### config.mk
export PLATFORM = sky130hd
export DESIGN_NAME = tipi_rpi_shifter
export DESIGN_NICKNAME = d
export VERILOG_FILES = /design/src/rtl/tipi_pkg.sv /design/src/rtl/tipi_sync_edge.sv /design/src/rtl/tipi_rpi_shifter.sv
export SDC_FILE = /design/constraint.sdc
export NUM_CORES = 1
export LEC_CHECK = 0
export CAP_MARGIN = 20
export CORE_ASPECT_RATIO = 0.5
export CORE_MARGIN = 4
export CORE_UTILIZATION = 27
export CTS_CLUSTER_DIAMETER = 30
export DETAILED_ROUTE_END_ITERATION = 10
export DONT_BUFFER_PORTS = 1
export PLACE_DENSITY = 0.5
export SLEW_MARGIN = 10
export SYNTH_ARGS = -nofsm -noshare
export SYNTH_HDL_FRONTEND = slang
export SYNTH_SLANG_ARGS = --single-unit
### constraint.sdc
create_clock -name clk -period 4.45 [get_ports clk]
set_input_delay 0.6675 -clock clk [delete_from_list [all_inputs] [get_ports clk]]
set_output_delay 0.6675 -clock clk [all_outputs]
set_load 0.05 [all_outputs]
### src/rtl/tipi_pkg.sv
// tipi_pkg: shared width, select/direction encodings and FSM states for the TIPI RPi shifter.
package tipi_pkg;
  localparam int TIPI_WIDTH = 8;
  localparam logic SEL_DATA = 1'b0;
  localparam logic SEL_CTRL = 1'b1;
  localparam logic DIR_WRITE = 1'b0;
  localparam logic DIR_READ = 1'b1;
  typedef enum logic [1:0] {IDLE, SHIFT, FULL} state_t;
endpackage

### src/rtl/tipi_sync_edge.sv
// tipi_sync_edge: one-bit synchroniser chain with a rising-edge pulse on the synced level.
module tipi_sync_edge #(
  parameter int SYNC_STAGES = 2
) (
  input  logic clk,
  input  logic rst_n,
  input  logic d,
  output logic q,
  output logic rise
);
  logic [SYNC_STAGES-1:0] chain;
  logic prev;
  always_ff @(posedge clk or negedge rst_n) begin
    if (!rst_n) begin
      chain <= '0;
      prev <= 1'b0;
    end else begin
      chain <= {chain[SYNC_STAGES-2:0], d};
      prev <= chain[SYNC_STAGES-1];
    end
  end
  assign q = chain[SYNC_STAGES-1];
  assign rise = q & ~prev;
endmodule

### src/rtl/tipi_rpi_shifter.sv
// tipi_rpi_shifter: GPIO serial shifter between the TI-side latches and the Raspberry Pi.
module tipi_rpi_shifter
  import tipi_pkg::*;
#(
  parameter int WIDTH = TIPI_WIDTH,
  parameter int SYNC_STAGES = 2
) (
  input  logic             clk,
  input  logic             rst_n,
  input  logic             r_clk,
  input  logic             r_din,
  output logic             r_dout,
  input  logic             r_cd,
  input  logic             r_rt,
  input  logic             r_le,
  input  logic [WIDTH-1:0] ti_td,
  input  logic [WIDTH-1:0] ti_tc,
  output logic [WIDTH-1:0] rd_q,
  output logic [WIDTH-1:0] rc_q,
  output logic             rd_strobe,
  output logic             rc_strobe,
  output logic             overrun
);
  localparam int CW = $clog2(WIDTH) + 1;
  logic clk_rise, le_rise, din_sync, cd_sync, rt_sync;
  logic unused_clk_q, unused_le_q, unused_din_rise, unused_cd_rise, unused_rt_rise;
  logic [WIDTH-1:0] td_s0, td_s1, td_s2, tc_s0, tc_s1, tc_s2, td_snap, tc_snap, shreg;
  logic [CW-1:0] count;
  state_t state;
  tipi_sync_edge #(.SYNC_STAGES(SYNC_STAGES)) u_clk (.clk(clk), .rst_n(rst_n), .d(r_clk), .q(unused_clk_q), .rise(clk_rise));
  tipi_sync_edge #(.SYNC_STAGES(SYNC_STAGES)) u_le  (.clk(clk), .rst_n(rst_n), .d(r_le),  .q(unused_le_q),  .rise(le_rise));
  tipi_sync_edge #(.SYNC_STAGES(SYNC_STAGES)) u_din (.clk(clk), .rst_n(rst_n), .d(r_din), .q(din_sync), .rise(unused_din_rise));
  tipi_sync_edge #(.SYNC_STAGES(SYNC_STAGES)) u_cd  (.clk(clk), .rst_n(rst_n), .d(r_cd),  .q(cd_sync),  .rise(unused_cd_rise));
  tipi_sync_edge #(.SYNC_STAGES(SYNC_STAGES)) u_rt  (.clk(clk), .rst_n(rst_n), .d(r_rt),  .q(rt_sync),  .rise(unused_rt_rise));
  // Snapshots only follow a TI byte seen identical on two consecutive synced samples.
  always_ff @(posedge clk or negedge rst_n) begin
    if (!rst_n) begin
      td_s0 <= '0;
      td_s1 <= '0;
      td_s2 <= '0;
      tc_s0 <= '0;
      tc_s1 <= '0;
      tc_s2 <= '0;
      td_snap <= '0;
      tc_snap <= '0;
    end else begin
      td_s0 <= ti_td;
      td_s1 <= td_s0;
      td_s2 <= td_s1;
      tc_s0 <= ti_tc;
      tc_s1 <= tc_s0;
      tc_s2 <= tc_s1;
      if (td_s1 == td_s2) td_snap <= td_s1;
      if (tc_s1 == tc_s2) tc_snap <= tc_s1;
    end
  end
  // A latch edge takes priority over a coincident shift edge.
  always_ff @(posedge clk or negedge rst_n) begin
    if (!rst_n) begin
      shreg <= '0;
      rd_q <= '0;
      rc_q <= '0;
      rd_strobe <= 1'b0;
      rc_strobe <= 1'b0;
      overrun <= 1'b0;
      count <= '0;
      state <= IDLE;
    end else begin
      rd_strobe <= 1'b0;
      rc_strobe <= 1'b0;
      if (le_rise) begin
        if (rt_sync == DIR_READ) shreg <= (cd_sync == SEL_CTRL) ? tc_snap : td_snap;
        else if (cd_sync == SEL_CTRL) begin
          rc_q <= shreg;
          rc_strobe <= 1'b1;
        end else begin
          rd_q <= shreg;
          rd_strobe <= 1'b1;
        end
        state <= SHIFT;
        count <= '0;
        overrun <= 1'b0;
      end else if (clk_rise) begin
        shreg <= {shreg[WIDTH-2:0], din_sync};
        if (state == FULL) overrun <= 1'b1;
        else begin
          count <= count + 1'b1;
          state <= (count + 1'b1 == CW'(WIDTH)) ? FULL : SHIFT;
        end
      end
    end
  end
  assign r_dout = shreg[WIDTH-1];
endmodule

==> impl_results.md <==
* Clk slew on worst S/H paths at approximately 0.07 ns
* Clk_skew at 0.008026 ns
* Maximum clock rate at 0.5289 GHz
* Arr. time, crit path at 2.06 ns
* Detailed-placement wirelength estimate at 4287 um
* Number of clock sinks at 109
* Mux contribution to synthesized area at around an eighth
* Total Routing Usage GR at 8.558%
* Placed Area at 3956 um2
* Synth area leader: dfrtp_1
* Worst r2r src: u_le.chain[1]$_DFF_PN0_
* Slowest cell on crit path: mux2i_1
* CP required at 4.62 ns
* Count of cell types in the netlist at 23
* Final WL at 6162 um
* Sequential share of the synthesized area at 73.03%
* Top cells by count, synth: dfrtp_1, mux2_2, xor2_1
* Met2 wire len at 2792 um
* Asr flop ratio synth at 100.0%
* Initial antenna violation count at 0
* Post-synthesis instance area at 3735 um2
* CP startpoint kind: flip-flop
* GPL Wtd Cong at between 0.7 and 0.8
* WL/cell at 13.85 um
* Status: complete, no violations
* Die area at 15890 um2
* Dpl cells at ~430
* Share of the synthesized area in the top cell type at 73.03%
* Die width at 174.3 um
* Pwr dens at 498.9 nW/um2
* Synthesis-to-layout area growth at 13.60%
* Critical path launch point: u_le.chain[1]$_DFF_PN0_
* Core Box Area at 13550 um2
* Min Tclk post-route at 1.891 ns
* Post-Route M1 WL at between 2000 and 3000 um
* Starting Density at roughly 28%
* Post-synthesis simple-gate area fraction at 5.729%
* First-pass GRT wire length at between 10000 and 15000 um
* Final period util at 42.49%
* H-tree levels at 3
* Final core occ at 31.31%
* Post-DRT Antenna Nets at 0
* Worst skew pair latency at 0.34 ns
* Largest net degree at the start of global routing at 93
* Initial drt markers at 55
* CP Buf/Inv Count at 0
* Clock Path Buffers at 2
* Largest family of logic cells by synthesized area: multiplexers
* Synth Instances at 240
* DR vias at 1791
* Max stage delay on crit path at 0.81 ns
* Antenna Cells at 0
* RSZ-0062 raised after global routing: false
* Max VDD drop at 0.2025 mV
* Clock root cell: clkbuf_16
* Routed length on met3 at 314 um
* Seq cells post-synth at 109
* Cell with the most instances after synthesis: dfrtp_1
* Layout Nets at 273
* Max layer used: met4
* Top FF cell, synth: dfrtp_1
* Final hold slack at 0.02427 ns
* Remaining global-route overflow at 0
* TritonCTS Buffers at 9
* DRC at 0
* WS Path Type: flip-flop to flip-flop
* CTS tree: done
* Share of cells above drive strength 1 at 19.76%
* Drt first pass iters at 4
* Xor-xnor portion of the synthesized cell area at 4.925%
* Max-cap check violation count at 0
* Cell Count, Final, Fillers Out at 445
* Synth Area in Compound Gates at ~2.9%
* Dpl ws at between 2 and 3 ns
* Synth top area cells: dfrtp_1, mux2_2, xor2_1
* Average size of a mapped cell at 15.56 um2
* Worst-path cell chain: nand2b_4, mux2i_1, o21ai_0
* Hold Path Class: input pin to async pin
* Crit Path Max Fanout at 21
* Syn nets at around 270
* Avg Vias per Cell at 4.025
* Ports at 43
* Final WS setup at roughly 2.6 ns
* Pwr Total at 2.117 mW
* Worst-Margin Slew at slightly above 0.9 ns
* Final instance area at 4243 um2
* Pleak at 1.910 nW
* Number of synthesized flops with an enable pin at 0
* Die Height at ~91 um
* Setup violations, final at 0
* CP top delay family: multiplexers
* Vias in the first global route at 1986
* Yosys warning total at 0
* IO buf count at 0
* Normalized max-slew margin at 36.40%
* Max-slew violations at 0
* Row count at 30
* Crit end category: flip-flop
* # resized after CTS at 0
* TNS Setup at 0 ns
* Final hold viol count at 0
* Adder-Cell Fraction of Synth Area at 0.6700%
## sequential cells by signal (all words and copies together) (netlist names), 4 cells and up
register	flops
td_s2	8
rd_q	8
tc_s0	8
td_s1	8
tc_snap	8
tc_s1	8
td_snap	8
count	4
rc_q	8
tc_s2	8
td_s0	8
shreg	8
## placed cells by master (no fill, tap or decap)
cell and count:
a21oi_1 10, and4_1 1, buf_4 1, clkbuf_1 1, clkbuf_16 9, clkinv_2 1
clkinv_4 3, clkinvlp_4 1, dfrtp_1 109, dlygate4sd3_1 1, ha_1 2, inv_6 1
mux2_2 32, mux2i_1 9, nand2_1 11, nand2b_1 1, nand2b_4 1, nand3_1 1
nor2_1 14, nor2b_1 4, nor3_1 1, nor3_4 1, nor3b_1 2, nor4_1 4
o21a_1 1, o21ai_0 10, xnor2_1 5, xor2_1 16
## logic make-up after synthesis
family	after synthesis
AO/OA/AOI/OAI	21
XOR/XNOR	21
adder cells (fa/ha/maj)	2
buffers and inverters	5
flip-flops	109
multiplexers	41
AND/OR/NAND/NOR	41
## final timing paths
kind,to,slack [ns],depth (start not counted)
setup / recovery,shreg[3]$_DFFE_PN0P_,2.56,3
hold / removal,tc_s0[6]$_DFF_PN0_,0.02,0
setup reg to reg,shreg[3]$_DFFE_PN0P_,2.56,3
hold reg to reg,u_le.chain[1]$_DFF_PN0_,0.35,0
max in group asynchronous,rd_q[2]$_DFFE_PN0P_,3.09,1
min in group clk,u_le.chain[1]$_DFF_PN0_,0.35,0
## worst register-to-register path: stages, from the launching register on
cell,delay [ns]
dfrtp_1,0.43
nand2b_4,0.22
mux2i_1,0.81
o21ai_0,0.26
## report_power, final
part	switching, mW	total [mW]	leakage (nW)	internal, mW
logic	0.0461	0.113	0.418	0.0673
clock network	0.343	0.727	0.133	0.383
registers	0.193	1.28	1.36	1.08
total	0.582	2.12	1.91	1.53
## per-layer routing
layer / track usage [%] / vias to the layer above
met5: 0 / -
met4: 3.950 / 0
met3: 3.203 / 10
met2: 12.60 / 33
met1: 11.21 / 914
li1: - / 834
## timing repair
action / CTS / global route
hold buffers: 1 / 0
endpoints found under the hold margin: 18 / 0
endpoints found under the setup margin: 0 / 0
setup buffers: 0 / 0
## final cells by class
class	count	area, um2
clock buffer	10	229.0
clock inverter	6	47.55
fill	1333	9308
multi-input combinational	126	980.9
sequential	109	2728
tap	192	240.2
timing repair buffer	2	17.52
No activity file was read; power rests on OpenSTA's default activity.
